## src/rtl/ibex_pkg.sv

```systemverilog
// Shared multiplier/divider types: engine operation encoding, scheduler states
// and the latched request payload.
package ibex_pkg;

    localparam int unsigned MD_DATA_W = 32;
    localparam int unsigned MD_IMD_W  = 34;

    typedef enum logic [1:0] {
        MD_OP_MULL = 2'b00,
        MD_OP_MULH = 2'b01,
        MD_OP_DIV  = 2'b10,
        MD_OP_REM  = 2'b11
    } md_op_e;

    typedef enum logic [1:0] {
        IDLE = 2'b00,
        BUSY = 2'b01,
        RESP = 2'b10
    } mdsched_state_e;

    typedef struct packed {
        md_op_e                 op;
        logic [1:0]             sgn;
        logic [MD_DATA_W-1:0]   a;
        logic [MD_DATA_W-1:0]   b;
    } md_req_t;

    // MULL/MULH go to the multiplier, DIV/REM to the divider.
    function automatic logic md_is_mult(input md_op_e op);
        return (op == MD_OP_MULL) || (op == MD_OP_MULH);
    endfunction

endpackage

```

## src/rtl/ibex_multdiv_rr_arb.sv

```systemverilog
// Two-way round-robin grant: the requester that was not served last wins a tie.
module ibex_multdiv_rr_arb (
    input  logic [1:0] valid,
    input  logic       last,
    output logic       gnt_valid_c,
    output logic       gnt_id_c
);

    logic pref;

    always_comb begin
        pref        = ~last;
        gnt_valid_c = |valid;
        gnt_id_c    = valid[pref] ? pref : last;
    end

endmodule

```

## src/rtl/ibex_multdiv_sched.sv

```systemverilog
// Shares one multiplier/divider engine between two issue ports: arbitration,
// engine handshake, intermediate-value registers, watchdog and result hold.
module ibex_multdiv_sched
    import ibex_pkg::*;
#(
    parameter int unsigned MaxCycles = 64
) (
    input  logic                 clk_i,
    input  logic                 rst_ni,

    input  logic [1:0]           req_valid_i,
    output logic [1:0]           req_ready_o,
    input  md_op_e               req_op_i     [2],
    input  logic [1:0]           req_signed_i [2],
    input  logic [MD_DATA_W-1:0] req_a_i      [2],
    input  logic [MD_DATA_W-1:0] req_b_i      [2],

    output logic [1:0]           rsp_valid_o,
    input  logic [1:0]           rsp_ready_i,
    output logic [MD_DATA_W-1:0] rsp_result_o,
    output logic                 rsp_err_o,

    output logic                 md_mult_en_o,
    output logic                 md_div_en_o,
    output logic                 md_mult_sel_o,
    output logic                 md_div_sel_o,
    output md_op_e               md_operator_o,
    output logic [1:0]           md_signed_mode_o,
    output logic [MD_DATA_W-1:0] md_op_a_o,
    output logic [MD_DATA_W-1:0] md_op_b_o,
    output logic                 md_ready_id_o,
    input  logic                 md_valid_i,
    input  logic [MD_DATA_W-1:0] md_result_i,
    input  logic [MD_IMD_W-1:0]  md_imd_val_d_i [2],
    input  logic [1:0]           md_imd_val_we_i,
    output logic [MD_IMD_W-1:0]  md_imd_val_q_o [2]
);

    localparam int unsigned CntW = $clog2(MaxCycles) + 1;

    mdsched_state_e       state_q, state_d;
    md_req_t              op_q;
    logic                 id_q, last_q;
    logic [MD_IMD_W-1:0]  imd_q [2];
    logic [CntW-1:0]      cnt_q;
    logic [MD_DATA_W-1:0] result_q;
    logic                 err_q;
    logic                 gnt_valid, gnt_id;
    logic                 expire, is_mult;

    ibex_multdiv_rr_arb u_arb (
        .valid       (req_valid_i),
        .last        (last_q),
        .gnt_valid_c (gnt_valid),
        .gnt_id_c    (gnt_id)
    );

    assign expire  = (cnt_q == CntW'(MaxCycles - 1));
    assign is_mult = md_is_mult(op_q.op);

    // State register
    always_ff @(posedge clk_i or negedge rst_ni) begin
        if (!rst_ni) begin
            state_q <= IDLE;
        end else begin
            state_q <= state_d;
        end
    end

    // Next-state logic; engine valid takes precedence over watchdog expiry
    always_comb begin
        state_d = state_q;
        unique case (state_q)
            IDLE:    if (gnt_valid) state_d = BUSY;
            BUSY:    if (md_valid_i || expire) state_d = RESP;
            RESP:    if (rsp_ready_i[id_q]) state_d = IDLE;
            default: state_d = IDLE;
        endcase
    end

    // Output decode
    always_comb begin
        req_ready_o   = 2'b00;
        rsp_valid_o   = 2'b00;
        md_mult_en_o  = 1'b0;
        md_div_en_o   = 1'b0;
        md_mult_sel_o = 1'b0;
        md_div_sel_o  = 1'b0;
        md_ready_id_o = 1'b0;
        unique case (state_q)
            IDLE: req_ready_o[gnt_id] = gnt_valid;
            BUSY: begin
                md_ready_id_o = 1'b1;
                md_mult_en_o  = is_mult;
                md_mult_sel_o = is_mult;
                md_div_en_o   = ~is_mult;
                md_div_sel_o  = ~is_mult;
            end
            RESP: rsp_valid_o[id_q] = 1'b1;
            default: ;
        endcase
    end

    // Operation latch, intermediate registers, watchdog and response capture
    always_ff @(posedge clk_i or negedge rst_ni) begin
        if (!rst_ni) begin
            op_q     <= '0;
            id_q     <= 1'b0;
            last_q   <= 1'b1;
            imd_q[0] <= '0;
            imd_q[1] <= '0;
            cnt_q    <= '0;
            result_q <= '0;
            err_q    <= 1'b0;
        end else begin
            unique case (state_q)
                IDLE: begin
                    if (gnt_valid) begin
                        op_q.op  <= req_op_i[gnt_id];
                        op_q.sgn <= req_signed_i[gnt_id];
                        op_q.a   <= req_a_i[gnt_id];
                        op_q.b   <= req_b_i[gnt_id];
                        id_q     <= gnt_id;
                        last_q   <= gnt_id;
                        imd_q[0] <= '0;
                        imd_q[1] <= '0;
                        cnt_q    <= '0;
                    end
                end
                BUSY: begin
                    cnt_q <= cnt_q + CntW'(1);
                    for (int i = 0; i < 2; i++) begin
                        if (md_imd_val_we_i[i]) imd_q[i] <= md_imd_val_d_i[i];
                    end
                    if (md_valid_i) begin
                        result_q <= md_result_i;
                        err_q    <= 1'b0;
                    end else if (expire) begin
                        result_q <= '0;
                        err_q    <= 1'b1;
                    end
                end
                default: ;
            endcase
        end
    end

    assign md_operator_o     = op_q.op;
    assign md_signed_mode_o  = op_q.sgn;
    assign md_op_a_o         = op_q.a;
    assign md_op_b_o         = op_q.b;
    assign md_imd_val_q_o[0] = imd_q[0];
    assign md_imd_val_q_o[1] = imd_q[1];
    assign rsp_result_o      = result_q;
    assign rsp_err_o         = err_q;

endmodule

```

## config.mk

```make
export PLATFORM = sky130hd
export DESIGN_NAME = ibex_multdiv_sched
export DESIGN_NICKNAME = d
export VERILOG_FILES = /design/src/rtl/ibex_pkg.sv /design/src/rtl/ibex_multdiv_rr_arb.sv /design/src/rtl/ibex_multdiv_sched.sv
export SDC_FILE = /design/constraint.sdc
export NUM_CORES = 1
export LEC_CHECK = 0
export ABC_AREA = 0
export CAP_MARGIN = 20
export CORE_AREA = 2 2 164 166
export DETAILED_ROUTE_END_ITERATION = 8
export DIE_AREA = 0 0 166 168
export GPL_TIMING_DRIVEN = 0
export HOLD_SLACK_MARGIN = 0.15
export PLACE_DENSITY = 0.65
export SLEW_MARGIN = 20
export SYNTH_ARGS = -nofsm -noshare
export SYNTH_HDL_FRONTEND = slang
export SYNTH_HIERARCHICAL = 1
export SYNTH_SLANG_ARGS = --single-unit
export TNS_END_PERCENT = 100
```

## constraint.sdc

```tcl
create_clock -name clk_i -period 1.6 [get_ports clk_i]
set_clock_uncertainty 0.05 [all_clocks]
set_input_delay 0.16 -clock clk_i [delete_from_list [all_inputs] [get_ports clk_i]]
set_output_delay 0.16 -clock clk_i [all_outputs]
set_load 0.02 [all_outputs]
```

==> impl_results.md, run 1 <==
* Core Region at ~26000 um^2
* Largest net degree at the start of global routing at between 90 and 100
* Min Clock Period, post-route at 1.95 ns
* Final Net Count at ~1400
* Clk slew on worst S/H paths at 0.07 ns
* Top-count cell post-synth: dfrtp_1
* Via count at ~7000
* Yosys reg bits at 180
* Period utilization at 122%
* Cts bufs inserted at 17
* Internal power at 16.6 mW
* Die W at 166 um
* Most area-hungry cell type in the Yosys netlist: dfrtp_1
* Static leakage at 6.99 nW
* RSZ-0062 raised after global routing: true
* Max incr delay on CP at approximately 0.56 ns
* Clock sink count at 180
* Share of cells above drive strength 1 at between 20% and 30%
* CTS tree: done
* Worst-Margin Slew at 0.681 ns
* Crit Reg-Reg Startpoint: last_q
* Reg area at roughly 4500 um^2
* Synth unique cells at 40
* Number of synthesized flops with an enable pin at 0
* Routed WL per cell at 19.1 um
* Hold crit path type: in2reg
* Cell row count at 60
* Ys flop type: dfrtp_1
* Hold_sp: md_result_i[9]
* Vias in the first global route at between 7000 and 8000
* Setup ws final at -0.346 ns
* Final setup vio count at 178
* Cell Chain, Critical Path: mux2i_4 -> buf_8 -> buf_4 -> buf_12 -> buf_12 -> clkbuf_16 -> mux2i_4 -> o21ai_1
* Crit path from: last_q
* Crit start category: flop
* Post-Place Setup Slack at -1.22 ns
* Cells after synthesis at approximately 630
* Clk_lat worst skew at approximately 0.42 ns
* Post-Syn Nets at ~870
* RD Place Congestion at approximately 0.8
* Avg Cell Area, Syn at approximately 12 um^2
* Register share of total power at around 28%
* CP required at roughly 1.9 ns
* Ant. Diodes at 0
* CP Data Arrival Time at 2.20 ns
* All-Layer GR Usage at ~20%
* Critical path capture point type: flop
* Post-synth top area share at between 50% and 60%
* Crit path buf inv count at 5
* Slew HR at around 55%
* Crit path kind: reg2reg
* P&R area growth vs syn at 92.0%
* Clock root buffer master: clkbuf_16
* Ranking of synthesized cells by area: dfrtp_1 59%, mux2i_1 9.4%, a22o_1 7.9%, nand2_1 5.6%, o21ai_1 4.3%
* First-pass detailed-route iteration total at 4
* Maximum vdd drop at ~950 uV
* Vias/cell at 4.71
* Async set-reset flop share out of synthesis at between 90% and 100%
* First-pass GRT wire length at 42800 um
* Switching Power at between 10 and 15 mW
* Area of the multi-input gates at ~3200 um^2
* Post-synthesis sequential area ratio at 59.7%
* Die Ht at 168 um
* Commonest cells post-synth: 179 x dfrtp_1, 112 x nand2_1, 71 x mux2i_1
* Final Hold Fails at 0
* DRT Wirelength at approximately 29000 um
* Gr ovfl total at 0
* Max Cap Viol at 0
* Slowest CP cell: dfstp_2
* DRC violations left at 0
* Overall power at between 20 and 30 mW
* Post-Synthesis Cell Area at around 7500 um^2
* Antenna Nets Post-Route at 0
* Max Root-Sink Buffers at 2
* CP max FO at 5
* Max frequency at between 0.5 and 0.6 GHz
* Slew Limit Fails at 0
* Initial DRC count at ~290
* Worst path top cell family by delay: buffers and inverters
* Status: complete, but fails checks
* Clock power share at 14.5%
* Failing checks: negative setup slack
* I/O Buffers at between 400 and 500
* Filler instances at between 2000 and 2500
* Hpwl dp at between 15000 and 20000 um
* PwrDens at just under 2000 nW/um^2
* Initial antenna violation count at 0
* Initial core utilization at between 20% and 30%
* H-Tree Depth at 4
* Die area at roughly 28000 um^2
* Yosys Warn Count at 6
* Power share of the combinational group at a little under three fifths
* I/O Pins at approximately 420
* Net Sw Frac at between 40 and 50%
[kinds of logic (layout without fill, tap and decap cells)]
group / Yosys count / count (layout) / share of synthesized area, %
AOI/OAI and AO/OA: 179 / 179 / 17.2
buffers and inverters: 57 / 584 / 5.19
adders and majority gates: 1 / 1 / 0.166
DFF: 180 / 180 / 59.7
and+or+nand+nor: 137 / 137 / 8.40
muxes: 71 / 71 / 9.41
[worst paths after layout]
check | endpoint | slack [ns] | depth (start not counted)
max | md_op_b_o[10] | -0.35 | 8
min | rsp_result_o[9] | 0.25 | 2
max reg2reg | md_op_b_o[10] | -0.35 | 8
min reg2reg | md_op_a_o[21] | 0.43 | 2
max in group asynchronous | last_q | 0.30 | 3
min in group asynchronous | md_imd_val_q_o[45] | 0.26 | 2
[registers in the layout (all words and copies together) (netlist names)]
| signal | cells |
|---|---|
| md_imd_val_q_o | 68 |
| md_operator_o | 2 |
| id_q | 1 |
| md_op_b_o | 32 |
| rsp_err_o | 1 |
| last_q | 1 |
| cnt_q | 7 |
| md_signed_mode_o | 2 |
| rsp_result_o | 32 |
| state_q | 2 |
| md_op_a_o | 32 |
[layer usage]
metal	vias to the layer above	GRT usage, %	wire [um]
met5	-	0	0
met1	3418	23.1	11500
met2	294	35.4	14700
met4	0	4.65	439
li1	3286	-	-
met3	27	5.90	2000
[cells in the final DEF (no fill, tap or decap), types with 12 or more instances in the layout]
cell	instances
clkdlybuf4s50_1	242
dfrtp_1	179
dlygate4sd2_1	158
nand2_1	111
a22o_1	68
o21ai_1	65
buf_6	57
mux2i_1	45
buf_12	23
clkbuf_16	22
o2bb2ai_2	21
buf_4	19
mux2i_2	18
buf_8	14
dlymetal6s2s_1	12
[timing repair]
item / CTS / global route
hold endpoints to repair: 87 / 0
gates cloned: 15 / 6
hold buffers: 1 / 0
setup buffers: 48 / 15
pin swaps: 14 / 22
endpoints found under the setup margin: 328 / 197
resized for setup: 368 / 106
[final cells by class]
type	count	share of cell area (%)
flip-flops and latches	180	31.1
multi-input cells	388	22.2
repair buffers	499	35.6
inverters	5	0.198
plain buffers	48	4.13
well taps	341	2.94
clock inverters	12	0.768
clock buffers	20	3.08
[power by group through the flow]
stage	Clock (mW)	Combinational [mW]	Sequential [mW]
finish	4.08	16.1	7.91
global route	4.39	17.1	8.20
CTS	4.18	15.1	7.90
detailed placement	0	14.1	8.01
global placement	0	14.0	7.96
floorplan	0	4.62	10.5
[stage by stage]
stage,std cells,instance area [um^2],TNS [ns],utilization [%],hold slack [ns]
after floorplan,625,7550,-0.00670,-,-0.186
after global placement,1388,12200,-1399.52,46.3,0.406
after detailed placement,1389,12200,-64.79,46.4,0.154
after CTS,1484,13800,-30.27,52.5,0.217
after global routing,1493,14500,-46.47,55.0,0.225
final,1493,14500,-35.65,55.0,0.253
[worst reg2reg max path, cell delays in order (launching register included)]
cell       delay, ns
dfstp_2         0.56
mux2i_4         0.27
buf_8           0.15
buf_4           0.11
buf_12          0.13
buf_12          0.11
clkbuf_16       0.14
mux2i_4         0.22
o21ai_1         0.08
No activity file was read; power rests on OpenSTA's default activity.
==> run 2: changes to the inputs <==
Settings changed: TNS_END_PERCENT 100 to 30.
==> impl_results.md, run 2 (synthesis results as in run 1) <==
* Status: complete, but fails checks
* Failing checks: negative setup slack
* Share of cells above drive strength 1 at 19.2% (-1.6 points)
* Slew Limit Fails at 0 (unchanged)
* Clk_lat worst skew at 0.41 ns (about the same)
* CTS tree: done
* PwrDens at 1900 nW/um^2 (-1.8%)
* Die W at 166 um (unchanged)
* Area after DPL at 12200 um^2 (unchanged)
* Cell row count at 60 (unchanged)
* CP max FO at 3 (-2)
* Vias/cell at 4.70 (-0.14%)
* DRT Wirelength at 27800 um (-2.7%)
* Die Ht at 168 um (unchanged)
* Layout Utilization at 53.5% (-1.5 points)
* Overall power at 26.8 mW (-4.5%)
* First-pass GRT wire length at 41700 um (-2.6%)
* Placed insts at 1389 (unchanged)
* Static leakage at 6.84 nW (-2.2%)
* Cts bufs inserted at 17 (unchanged)
* Core Region at 26400 um^2 (unchanged)
* Final Hold Fails at 0 (unchanged)
* Clock root buffer master: clkbuf_16
* Initial antenna violation count at 0 (unchanged)
* Routed WL per cell at 18.8 um (-1.9%)
* Fin Hold WS at 0.240 ns (-0.0128 ns)
* Slew HR at 53.9% (-0.71 points)
* Min Clock Period, post-route at 2.00 ns (+0.0591 ns)
* CP Data Arrival Time at 1.79 ns (-0.41 ns)
* Hold crit path type: in2async
* R2R cell count at 8 (unchanged)
* Final setup vio count at 175 (-1.7%)
* Max reg flops at 68 (unchanged)
* First-pass detailed-route iteration total at 4 (unchanged)
* Initial DRC count at 265 (-7.3%)
* Antenna Nets Post-Route at 0 (unchanged)
* DRC violations left at 0 (unchanged)
* Maximum vdd drop at 955 uV (+0.84%)
* Critical path capture point type: output pin
* Initial core utilization at 28.7% (unchanged)
* Ant. Diodes at 0 (unchanged)
* Gr ovfl total at 0 (unchanged)
* Filler instances at 2376 (+1.9%)
* Setup ws final at -0.405 ns (-0.0591 ns)
* Internal reg-to-reg setup slack at -0.30 ns (+0.05 ns)
* P&R area growth vs syn at 86.6%
* Final Net Count at 1373 (-0.87%)
* Via count at 6959 (-0.94%)
* Commonest non-fill, non-tap cell in the layout: clkdlybuf4s50_1
* I/O Pins at 423 (unchanged)
* All-Layer GR Usage at 19.2% (-0.52 points)
* Crit path kind: in2out
* RD Place Congestion at 0.798 (unchanged)
* RR Endpoint: md_op_a_o[7]
* Setup tns final at -26.92 ns (+8.74 ns)
* Crit path from: req_valid_i[0]
* H-Tree Depth at 4 (unchanged)
* Post-Layout Inst Area at 14100 um^2 (-2.8%)
* Most frequent cells in the layout: 243 x clkdlybuf4s50_1, 179 x dfrtp_1, 159 x dlygate4sd2_1
* Worst setup path end: req_ready_o[0]
* Max frequency at 0.499 GHz (-2.9%)
* Post-Place Setup Slack at -1.22 ns (unchanged)
* RSZ-0062 raised after global routing: true
* CP required at 1.39 ns (-0.46 ns)
* Crit start category: input pin
* Clock sink count at 180 (unchanged)
* Die area at 27900 um^2 (unchanged)
* Worst-Margin Slew at 0.691 ns (+0.0107 ns)
* Crit Reg-Reg Startpoint: last_q
* Max Root-Sink Buffers at 2 (unchanged)
* Finished Layout Cells at 1481 (-0.80%)
* Vias in the first global route at 7120 (-2.5%)
* I/O Buffers at 422 (unchanged)
* Period utilization at 125% (+3.7 points)
* Clk slew on worst S/H paths at 0.07 ns (about the same)
* Largest net degree at the start of global routing at 94 (unchanged)
* Max Cap Viol at 0 (unchanged)
* Hpwl dp at 19700 um (unchanged)
run 2: changes by cell type in the layout (fill, tap and decap cells not counted), moves of 2 or more:
cell | previous run | this run
o2bb2ai_1 | 0 | 11
buf_6 | 57 | 47
o2bb2ai_4 | 11 | 1
buf_12 | 23 | 18
buf_2 | 3 | 7
buf_8 | 14 | 10
buf_4 | 19 | 22
clkbuf_1 | 4 | 2
dlymetal6s2s_1 | 12 | 10
run 2: worst min-delay path by stage:
stage	from	to	slack, ns	cells past startpoint
4_1_cts	md_result_i[12]	rsp_result_o[12]	0.22	2
3_3_place_gp	last_q	last_q	0.41	2
5_1_grt	md_result_i[12]	rsp_result_o[12]	0.22	2
2_1_floorplan	rst_ni	cnt_q[0]	-0.19	0
6_report	rst_ni	md_imd_val_q_o[45]	0.24	2
3_5_place_dp	rst_ni	rsp_result_o[16]	0.15	1
run 2: critical path, stage by stage:
cell             delay, ns
clkdlybuf4s50_1       0.53
or2_4                 0.16
or3b_1                0.36
buf_6                 0.14
buf_12                0.12
buf_12                0.12
nor2_4                0.07
buf_6                 0.12
run 2: timing repair:
| action | 4_1_cts | 5_1_grt |
|---|---|---|
| hold endpoints to repair | 87 | 0 |
| setup buffers | 32 | 16 |
| endpoints found under the setup margin | 328 | 196 |
| gates cloned | 9 | 6 |
| hold buffers | 1 | 0 |
| pin swaps | 5 | 51 |
| resized for setup | 331 | 95 |
run 2: cell type report:
cell class / instances / area [um^2] / share of cell area [%]
Tap cell: 341 / 427 / 3.03
Clock inverter: 12 / 111 / 0.790
Buffer: 51 / 608 / 4.32
Timing Repair Buffer: 484 / 4940 / 35.1
Clock buffer: 20 / 447 / 3.17
Sequential cell: 180 / 4510 / 32.0
Multi-Input combinational cell: 388 / 3030 / 21.5
Inverter: 5 / 23.8 / 0.169
run 2: where the power goes:
part           leakage [nW]  switching (mW)  internal [mW]
logic                  4.29            7.96           6.89
registers              2.29            1.14           6.75
clock network         0.266            1.97           2.10
total                  6.84            11.1           15.7
run 2: layer usage:
metal	wire [um]	track usage (%)
met3	2000	5.95
met2	14200	33.9
met1	11200	22.8
met5	0	0
met4	380	4.80
